File: src/rtl/pipeline_pkg.sv
// Shared types and widths for the LEGv8 pipeline stages.
package pipeline_pkg;

    localparam int DATA_W = 64;
    localparam int REG_W  = 5;

    typedef enum logic [0:0] {
        IDLE      = 1'b0,
        WAIT_RESP = 1'b1
    } mem_state_t;

    typedef struct packed {
        logic mem_read;
        logic mem_write;
        logic mem_to_reg;
        logic reg_write;
        logic branch;
        logic uncond_branch;
    } ex_mem_ctrl_t;

endpackage

File: src/rtl/dmem_handshake_fsm.sv
// Request/grant/response handshake with data memory for one load or store.
//
// state     | meaning
// IDLE      | request driven while a memop is held; stores retire on grant
// WAIT_RESP | load granted, waiting for read data
module dmem_handshake_fsm
    import pipeline_pkg::*;
(
    input  logic clk,
    input  logic rst,
    input  logic memop,
    input  logic is_write,
    input  logic dmem_gnt,
    input  logic dmem_rvalid,
    output logic dmem_req,
    output logic dmem_we,
    output logic done,
    output logic capture
);

    mem_state_t state, state_nxt;

    always_comb begin
        state_nxt = state;
        dmem_req  = 1'b0;
        dmem_we   = 1'b0;
        done      = 1'b0;
        capture   = 1'b0;
        case (state)
            IDLE: begin
                dmem_req = memop;
                dmem_we  = memop & is_write;
                if (memop && dmem_gnt) begin
                    if (is_write) done = 1'b1;
                    else          state_nxt = WAIT_RESP;
                end
            end
            WAIT_RESP: begin
                if (dmem_rvalid) begin
                    done      = 1'b1;
                    capture   = 1'b1;
                    state_nxt = IDLE;
                end
            end
            default: state_nxt = IDLE;
        endcase
    end

    always_ff @(posedge clk) begin
        if (rst) state <= IDLE;
        else     state <= state_nxt;
    end

endmodule

File: src/rtl/mem_stage.sv
// LEGv8 memory stage: EX/MEM register, branch resolution, data memory access, MEM/WB register.
module mem_stage
    import pipeline_pkg::*;
(
    input  logic              clk,
    input  logic              rst,
    input  logic              ex_valid,
    input  logic [DATA_W-1:0] ALUResult,
    input  logic              Zero,
    input  logic [DATA_W-1:0] AddResult,
    input  logic [DATA_W-1:0] StoreData,
    input  logic [REG_W-1:0]  ex_rd,
    input  logic              MemRead,
    input  logic              MemWrite,
    input  logic              MemtoReg,
    input  logic              RegWrite,
    input  logic              Branch,
    input  logic              UncondBranch,
    output logic              stall,
    output logic              PCSrc,
    output logic [DATA_W-1:0] BranchTarget,
    output logic              dmem_req,
    output logic              dmem_we,
    output logic [DATA_W-1:0] dmem_addr,
    output logic [DATA_W-1:0] dmem_wdata,
    input  logic              dmem_gnt,
    input  logic              dmem_rvalid,
    input  logic [DATA_W-1:0] dmem_rdata,
    output logic              wb_valid,
    output logic              wb_RegWrite,
    output logic              wb_MemtoReg,
    output logic [REG_W-1:0]  wb_rd,
    output logic [DATA_W-1:0] wb_alu_result,
    output logic [DATA_W-1:0] wb_read_data
);

    logic              m_valid;
    ex_mem_ctrl_t      m_ctrl;
    logic              m_Zero;
    logic [DATA_W-1:0] m_ALUResult;
    logic [DATA_W-1:0] m_AddResult;
    logic [DATA_W-1:0] m_StoreData;
    logic [REG_W-1:0]  m_rd;

    logic m_memop;
    logic done;
    logic capture;

    assign m_memop      = m_valid & (m_ctrl.mem_read | m_ctrl.mem_write);
    assign stall        = m_memop & ~done;
    assign PCSrc        = m_valid & (m_ctrl.uncond_branch | (m_ctrl.branch & m_Zero));
    assign BranchTarget = m_AddResult;
    assign dmem_addr    = m_ALUResult;
    assign dmem_wdata   = m_StoreData;

    // The instruction arriving alongside a taken branch is on the wrong path.
    always_ff @(posedge clk) begin
        if (rst) begin
            m_valid     <= 1'b0;
            m_ctrl      <= '0;
            m_Zero      <= 1'b0;
            m_ALUResult <= '0;
            m_AddResult <= '0;
            m_StoreData <= '0;
            m_rd        <= '0;
        end else if (!stall) begin
            m_valid     <= ex_valid & ~PCSrc;
            m_ctrl      <= '{mem_read:      MemRead,
                             mem_write:     MemWrite,
                             mem_to_reg:    MemtoReg,
                             reg_write:     RegWrite,
                             branch:        Branch,
                             uncond_branch: UncondBranch};
            m_Zero      <= Zero;
            m_ALUResult <= ALUResult;
            m_AddResult <= AddResult;
            m_StoreData <= StoreData;
            m_rd        <= ex_rd;
        end
    end

    dmem_handshake_fsm u_fsm (
        .clk         (clk),
        .rst         (rst),
        .memop       (m_memop),
        .is_write    (m_ctrl.mem_write),
        .dmem_gnt    (dmem_gnt),
        .dmem_rvalid (dmem_rvalid),
        .dmem_req    (dmem_req),
        .dmem_we     (dmem_we),
        .done        (done),
        .capture     (capture)
    );

    always_ff @(posedge clk) begin
        if (rst) begin
            wb_valid      <= 1'b0;
            wb_RegWrite   <= 1'b0;
            wb_MemtoReg   <= 1'b0;
            wb_rd         <= '0;
            wb_alu_result <= '0;
            wb_read_data  <= '0;
        end else begin
            wb_valid      <= m_valid & ~stall;
            wb_RegWrite   <= m_valid & ~stall & m_ctrl.reg_write;
            wb_MemtoReg   <= m_ctrl.mem_to_reg;
            wb_rd         <= m_rd;
            wb_alu_result <= m_ALUResult;
            if (capture) wb_read_data <= dmem_rdata;
        end
    end

endmodule

File: config.mk
export PLATFORM = sky130hd
export DESIGN_NAME = mem_stage
export DESIGN_NICKNAME = d
export VERILOG_FILES = /design/src/rtl/pipeline_pkg.sv /design/src/rtl/dmem_handshake_fsm.sv /design/src/rtl/mem_stage.sv
export SDC_FILE = /design/constraint.sdc
export NUM_CORES = 1
export LEC_CHECK = 0
export CORE_AREA = 2 2 235 237
export DETAILED_ROUTE_END_ITERATION = 10
export DIE_AREA = 0 0 237 239
export PLACE_DENSITY = 0.49
export RECOVER_POWER = 50
export REMOVE_ABC_BUFFERS = 1
export SYNTH_ARGS = -nofsm -noshare
export SYNTH_HDL_FRONTEND = slang
export SYNTH_HIERARCHICAL = 1
export SYNTH_SLANG_ARGS = --single-unit
File: constraint.sdc
create_clock -name clk -period 3.1 [get_ports clk]
set_input_delay 0.465 -clock clk [delete_from_list [all_inputs] [get_ports clk]]
set_output_delay 0.465 -clock clk [all_outputs]
set_load 0.005 [all_outputs]
==> results of run 1 <==
[power breakdown]
group,internal [W],switching (W)
Sequential,0.00465,0.000113
Combinational,0.000929,0.000587
Clock,0.00275,0.00188
Total,0.00834,0.00258
[stage by stage]
step / TNS, ps / setup slack (ps) / total power, W
3_3_place_gp: 0 / 539 / 0.00646
4_1_cts: 0 / 175 / 0.0112
2_1_floorplan: -951880 / -4740 / 0.00536
6_report: 0 / 216 / 0.0109
5_1_grt: 0 / 90.0 / 0.0114
3_5_place_dp: 0 / 566 / 0.00647
[logic make-up (layout without fill, tap and decap cells)]
family | Yosys count | in the layout
multiplexers | 134 | 134
buffers and inverters | 114 | 688
AND/OR/NAND/NOR | 480 | 480
flip-flops | 342 | 342
AO/OA/AOI/OAI | 273 | 273
other | 0 | 1
[cells in the mapped netlist (all sizes together) (2+ instances only)]
cell type	instances	area, um2
mux2i	64	641
buf	21	186
clkbuf	91	342
o21ai	267	1340
nand3b	2	15.0
nor2b	273	1710
dfxtp	342	6850
mux2	70	957
inv	2	7.51
a21oi	4	20.0
nor2	64	240
nand2b	134	838
[cell usage in the layout, fill, tap and decap left out, types with 5 or more instances in the layout]
cell type	count
nand2b_1	134
dfxtp_1	342
clkbuf_1	9
clkbuf_8	7
mux2_4	45
buf_4	5
dlygate4sd3_1	257
mux2i_1	64
clkbuf_2	6
nor2_1	64
nor2b_1	273
clkbuf_16	43
mux2_2	25
o21ai_0	266
clkdlybuf4s50_1	346
buf_12	7
[sequential cells by signal (all words and copies together) (netlist names), 5 cells and up]
name           count
BranchTarget      64
m_rd               5
dmem_wdata        64
dmem_addr         64
m_ctrl             6
wb_rd              5
wb_read_data      64
wb_alu_result     64
[per-layer routing]
| layer | part of all wire (%) | routed length, um | up-vias |
|---|---|---|---|
| met4 | 2.2 | 1030 | 12 |
| met1 | 40 | 18900 | 5150 |
| met2 | 48 | 23000 | 381 |
| li1 | - | - | 5506 |
| met3 | 9.7 | 4640 | 74 |
| met5 | 0.18 | 87 | - |
[cell type report]
class                      instances  area (um2)  area share (%)
sequential                       342        6850            32.5
timing repair buffer             622        6250            29.6
multi-input combinational        887        5850            27.7
clock buffer                      58        1200            5.70
tap                              704         881            4.18
clock inverter                     6        58.8           0.279
inverter                           2        7.51          0.0356
antenna                            1        2.50          0.0119
[worst max-delay path: stages (launching register included)]
cell and delay (ps):
dfxtp_1 350, o21ai_4 160, inv_1 70, and3b_1 190, a21o_4 230, or2_4 260, inv_1 80, clkdlybuf4s50_1 530
[path summary, 6_finish.rpt]
check	endpoint	from	depth (start not counted)	slack [ps]
setup / recovery	stall	m_ctrl[4]$_SDFFE_PP0N_	7	220
hold reg to reg	wb_rd[1]$_SDFF_PP0_	m_rd[1]$_SDFFE_PP0N_	1	460
setup reg to reg	dmem_addr[62]$_SDFFE_PP0N_	m_ctrl[4]$_SDFFE_PP0N_	6	720
hold / removal	wb_rd[1]$_SDFF_PP0_	m_rd[1]$_SDFFE_PP0N_	1	460
==> summary.md, run 1 <==
| Metric | Value |
|---|---|
| Post-synthesis compound-gate area fraction | 10.4% |
| CTS Hold Bufs | 0 |
| Slew Limit Fails | 84 |
| Hold_ws | 462 ps |
| Placement Rows | 86 |
| Die height | 239 um |
| Vias per cell | 4.24 |
| Avg Cell Area, Syn | 9.84 um2 |
| DP HPWL | 33500 um |
| CTS tree | done |
| Mapped Cells | 1343 |
| Initial Util | 24.3% |
| Drt first pass iters | 4 |
| Met2 usage in global routing | 27.5% |
| Final ANT Viol Nets | 0 |
| Placed cell areas | 19900 um2 |
| DR DRC count | 0 |
| Endpoints failing hold | 0 |
| Gr usage total | 16.1% |
| #FFs+latches synth | 342 |
| Outcome | finished with violations |
| Clock Sinks | 342 |
| Largest net degree at the start of global routing | 137 |
| Post-CTS sizing | 0 |
| Failing checks | capacitance limit, slew limit |
| Antenna violations before repair | 7 |
| Ys flop type | dfxtp_1 |
| Filler cells | 5423 |
| Tcrit/Tclk final | 93.0% |
| XOR/XNOR Fraction of Synth Area | 0% |
| CP endpoint kind | output port |
| First-pass GRT wire length | 70300 um |
| Leak | 8.36 nW |
| Cell Area, Synth | 13200 um2 |
| Clk buf depth | 3 |
| Max Freq | 347 MHz |
| Relative slew slack | -32.4% |
| Largest family of logic cells by synthesized area | simple AND/OR/NAND/NOR gates |
| Met3 usage | 7.06% |
| Met1 GRT Util | 18.1% |
| Critical Path Source Type | flop |
| Via count of the first global-routing pass | 11200 |
| Seq/Total Area, Yosys | 51.8% |
| Placeable Area | 54300 um2 |
| DR iter-0 viols | 466 |
| Reported max-cap violation count | 1 |
| CTS buffer count | 42 |
| Adder-Cell Fraction of Synth Area | 0% |
| Share of layout cells above drive strength 1 | 7.77% |
| HP Class | reg2reg |
| Routed via count | 11100 |
| Critical path fanouts, max | 4 |
| Post-synthesis mux area share | 12.1% |
| DR WL/cell | 18.2 um |
| Clock latency on the worst-skew pair | 550 ps |
| Setup violators final | 0 |
| Ports | 605 |
| Util after Layout | 38.8% |
| Gp weighted congestion | 0.763 |
| Total grt overflow | 0 |
| Die Span X | 237 um |
| Asr flop ratio synth | 0% |
| Post-placement cell count | 2557 |
| Die area | 56600 um2 |
| Tightest Pin Transition | 1990 ps |
| Port bufs | 604 |
| Area growth, synth to finish | 59.6% |
| VDD IR max | 0.356 mV |
| Pwr Density | 517 nW/um2 |
| EDFF count, synth | 0 |
| Yosys Warn Count | 6 |
| Final wirelength | 47600 um |
| WS Path Type | reg2out |
| Final nets | 2170 |
| GR peak layer | met2 |
| Clk slew on worst S/H paths | 60 ps |
| Clk_skew | 16.9 ps |
| Fin cells | 2622 |
| Worst path required time | 2630 ps |
| Postcts setup bufs | 0 |
| H-tree levels | 2 |
| Clk root buf | clkbuf_16 |
| Unrepaired setup endpoints after global routing | false |
| Post-Synth Simple-Gate Area | 21.7% |
| Final min period | 2880 ps |
| Fin area | 21100 um2 |
| CP arrival | 2420 ps |
| Synth cell types | 27 |
Power figures use the tool's default switching activity.
==> run 2, diff against run 1 <==
--- a/config.mk
+++ b/config.mk
@@ -8,8 +8,9 @@
 export CORE_AREA = 2 2 235 237
 export DETAILED_ROUTE_END_ITERATION = 10
 export DIE_AREA = 0 0 237 239
+export MAX_ROUTING_LAYER = met4
 export PLACE_DENSITY = 0.49
-export RECOVER_POWER = 50
+export RECOVER_POWER = 25
 export REMOVE_ABC_BUFFERS = 1
 export SYNTH_ARGS = -nofsm -noshare
 export SYNTH_HDL_FRONTEND = slang
==> run 2 against run 1 <==
The flow still finishes with violations (capacitance limit, slew limit). Cell count rose by 0.23%. Sequential power barely moved. Clock-buffer cell count did not move. Routed wire length rose by 0.35%. Via count barely moved. Worst hold slack barely moved. Total power rose by 0.53%. Utilization barely moved. Final area barely moved. Sequential cell count did not move. Worst setup slack improved by 3.9 ps.
==> summary.md, run 2 (synthesis gave the netlist of run 1 again) <==
| Metric | Value |
|---|---|
| Via count of the first global-routing pass | 11200 (+0.053%) |
| Slew Limit Fails | 84 (unchanged) |
| DP HPWL | 33500 um (unchanged) |
| Final wirelength | 47800 um (+0.35%) |
| First-pass GRT wire length | 70100 um (-0.23%) |
| Tcrit/Tclk final | 92.9% (-0.12 points) |
| R2r worst-path depth | 6 (unchanged) |
| Gp weighted congestion | 0.774 (+1.3%) |
| CTS buffer count | 42 (unchanged) |
| CP arrival | 2420 ps (about the same) |
| Critical path fanouts, max | 4 (unchanged) |
| CTS tree | done |
| CTS Hold Bufs | 0 (unchanged) |
| Placement Rows | 86 (unchanged) |
| Met2 usage in global routing | 27.3% (-0.14 points) |
| Clk root buf | clkbuf_16 |
| Util after Layout | 38.9% (about the same) |
| Final nets | 2170 (unchanged) |
| Endpoints failing hold | 0 (unchanged) |
| Drt first pass iters | 4 (unchanged) |
| Ports | 605 (unchanged) |
| Die area | 56600 um2 (unchanged) |
| Delay-heaviest family, CP | buffers and inverters |
| Postcts setup bufs | 0 (unchanged) |
| WS Path Type | reg2out |
| Clock Sinks | 342 (unchanged) |
| CP Buf/Inv Count | 3 (unchanged) |
| Hold EP | wb_rd[1]$_SDFF_PP0_ |
| Post-placement cell count | 2557 (unchanged) |
| Most frequent cells in the layout | clkdlybuf4s50_1 (508), dfxtp_1 (342), nor2b_1 (273) |
| Outcome | finished with violations |
| DR DRC count | 0 (unchanged) |
| Placeable Area | 54300 um2 (unchanged) |
| Relative slew slack | -32.7% (-0.29 points) |
| Met1 GRT Util | 18.6% (+0.42 points) |
| Leak | 7.98 nW (-4.7%) |
| Post-CTS sizing | 0 (unchanged) |
| Met3 usage | 6.56% (-0.50 points) |
| Final min period | 2880 ps (-3.86 ps) |
| Max stage delay cell, worst path | clkdlybuf4s50_1 |
| Routed via count | 11100 (-0.063%) |
| Total grt overflow | 0 (unchanged) |
| Port bufs | 604 (unchanged) |
| Worst R2R Start | m_ctrl[4]$_SDFFE_PP0N_ |
| Clk buf depth | 3 (unchanged) |
| Reg2Reg Setup Slack | 720 ps (about the same) |
| Failing checks | capacitance limit, slew limit |
| Unrepaired setup endpoints after global routing | false |
| Die Span X | 237 um (unchanged) |
| DR WL/cell | 18.2 um (+0.12%) |
| Setup violators final | 0 (unchanged) |
| Antenna violations before repair | 7 (unchanged) |
| Largest stage delay, worst path | 520 ps (about the same) |
| Hold_sp | m_rd[1]$_SDFFE_PP0N_ |
| Reported max-cap violation count | 1 (unchanged) |
| Crit path top cell by count | inv_1 |
| H-tree levels | 2 (unchanged) |
| Clk_skew | 12.5 ps (-4.42 ps) |
| Worst path required time | 2630 ps (about the same) |
| Clk slew on worst S/H paths | 60 ps (about the same) |
| VDD IR max | 0.357 mV (+0.26%) |
| GR peak layer | met2 |
| Largest net degree at the start of global routing | 137 (unchanged) |
| Tightest Pin Transition | 1990 ps (+4.35 ps) |
| Critical Path Source Type | flop |
| Die height | 239 um (unchanged) |
| Hold Path Cell Cnt | 1 (unchanged) |
| Clock latency on the worst-skew pair | 550 ps (about the same) |
| Initial Util | 24.3% (unchanged) |
| Final ANT Viol Nets | 0 (unchanged) |
| Crit path cell chain | o21ai_4, inv_1, and3b_1, a21o_4, or2_4, inv_1, clkdlybuf4s50_1 |
| Max Freq | 347 MHz (+0.13%) |
| HP Class | reg2reg |
| DR iter-0 viols | 523 (+12%) |
| RR Endpoint | dmem_addr[62]$_SDFFE_PP0N_ |
| Commonest non-fill, non-tap cell in the layout | clkdlybuf4s50_1 |
| Vias per cell | 4.23 (-0.29%) |
| Fin cells | 2628 (+0.23%) |
| Share of layout cells above drive strength 1 | 7.77% (unchanged) |
| Area growth, synth to finish | 59.8% (about the same) |
| Gr usage total | 16.6% (+0.48 points) |
| CP endpoint kind | output port |
| Pwr Density | 519 nW/um2 (+0.43%) |
[run 2: metal layers]
layer,share of wire [%],vias up
met3,9.2,71
li1,-,5510
met5,0,-
met1,41,5142
met4,2.2,0
met2,48,393
[run 2: final cells by class]
class	instances	area (um2)
clock buffer	58	1200
clock inverter	6	58.8
antenna	7	17.5
fill	5420	33200
tap	704	881
inverter	2	7.51
multi-input combinational	887	5850
timing repair buffer	622	6250
sequential	342	6850
[run 2: worst max-delay path by stage]
stage	depth (start not counted)	startpoint	slack [ps]	to
3_3_place_gp	6	dmem_rvalid	540	stall
4_1_cts	7	m_ctrl[4]$_SDFFE_PP0N_	180	stall
5_1_grt	7	m_ctrl[4]$_SDFFE_PP0N_	90	stall
2_1_floorplan	4	dmem_rvalid	-4740	stall
6_report	7	m_ctrl[4]$_SDFFE_PP0N_	220	stall
3_5_place_dp	6	dmem_rvalid	570	stall
[run 2: power by group]
group | total (W) | internal (W) | switching (W)
clock network | 0.00463 | 0.00275 | 0.00188
logic | 0.00156 | 0.000976 | 0.000588
registers | 0.00477 | 0.00465 | 0.000119
total | 0.0110 | 0.00838 | 0.00259
[run 2: stage by stage]
step                hold slack, ps  total power [W]  worst slack (ps)  instance area (um2)  setup TNS [ps]
floorplan                      441          0.00536             -4740                12700         -951880
global placement               452          0.00646               539                19900               0
detailed placement             454          0.00647               566                19900               0
CTS                            337           0.0112               175                21100               0
global route                   470           0.0115              90.0                21100               0
finish                         462           0.0110               220                21100               0
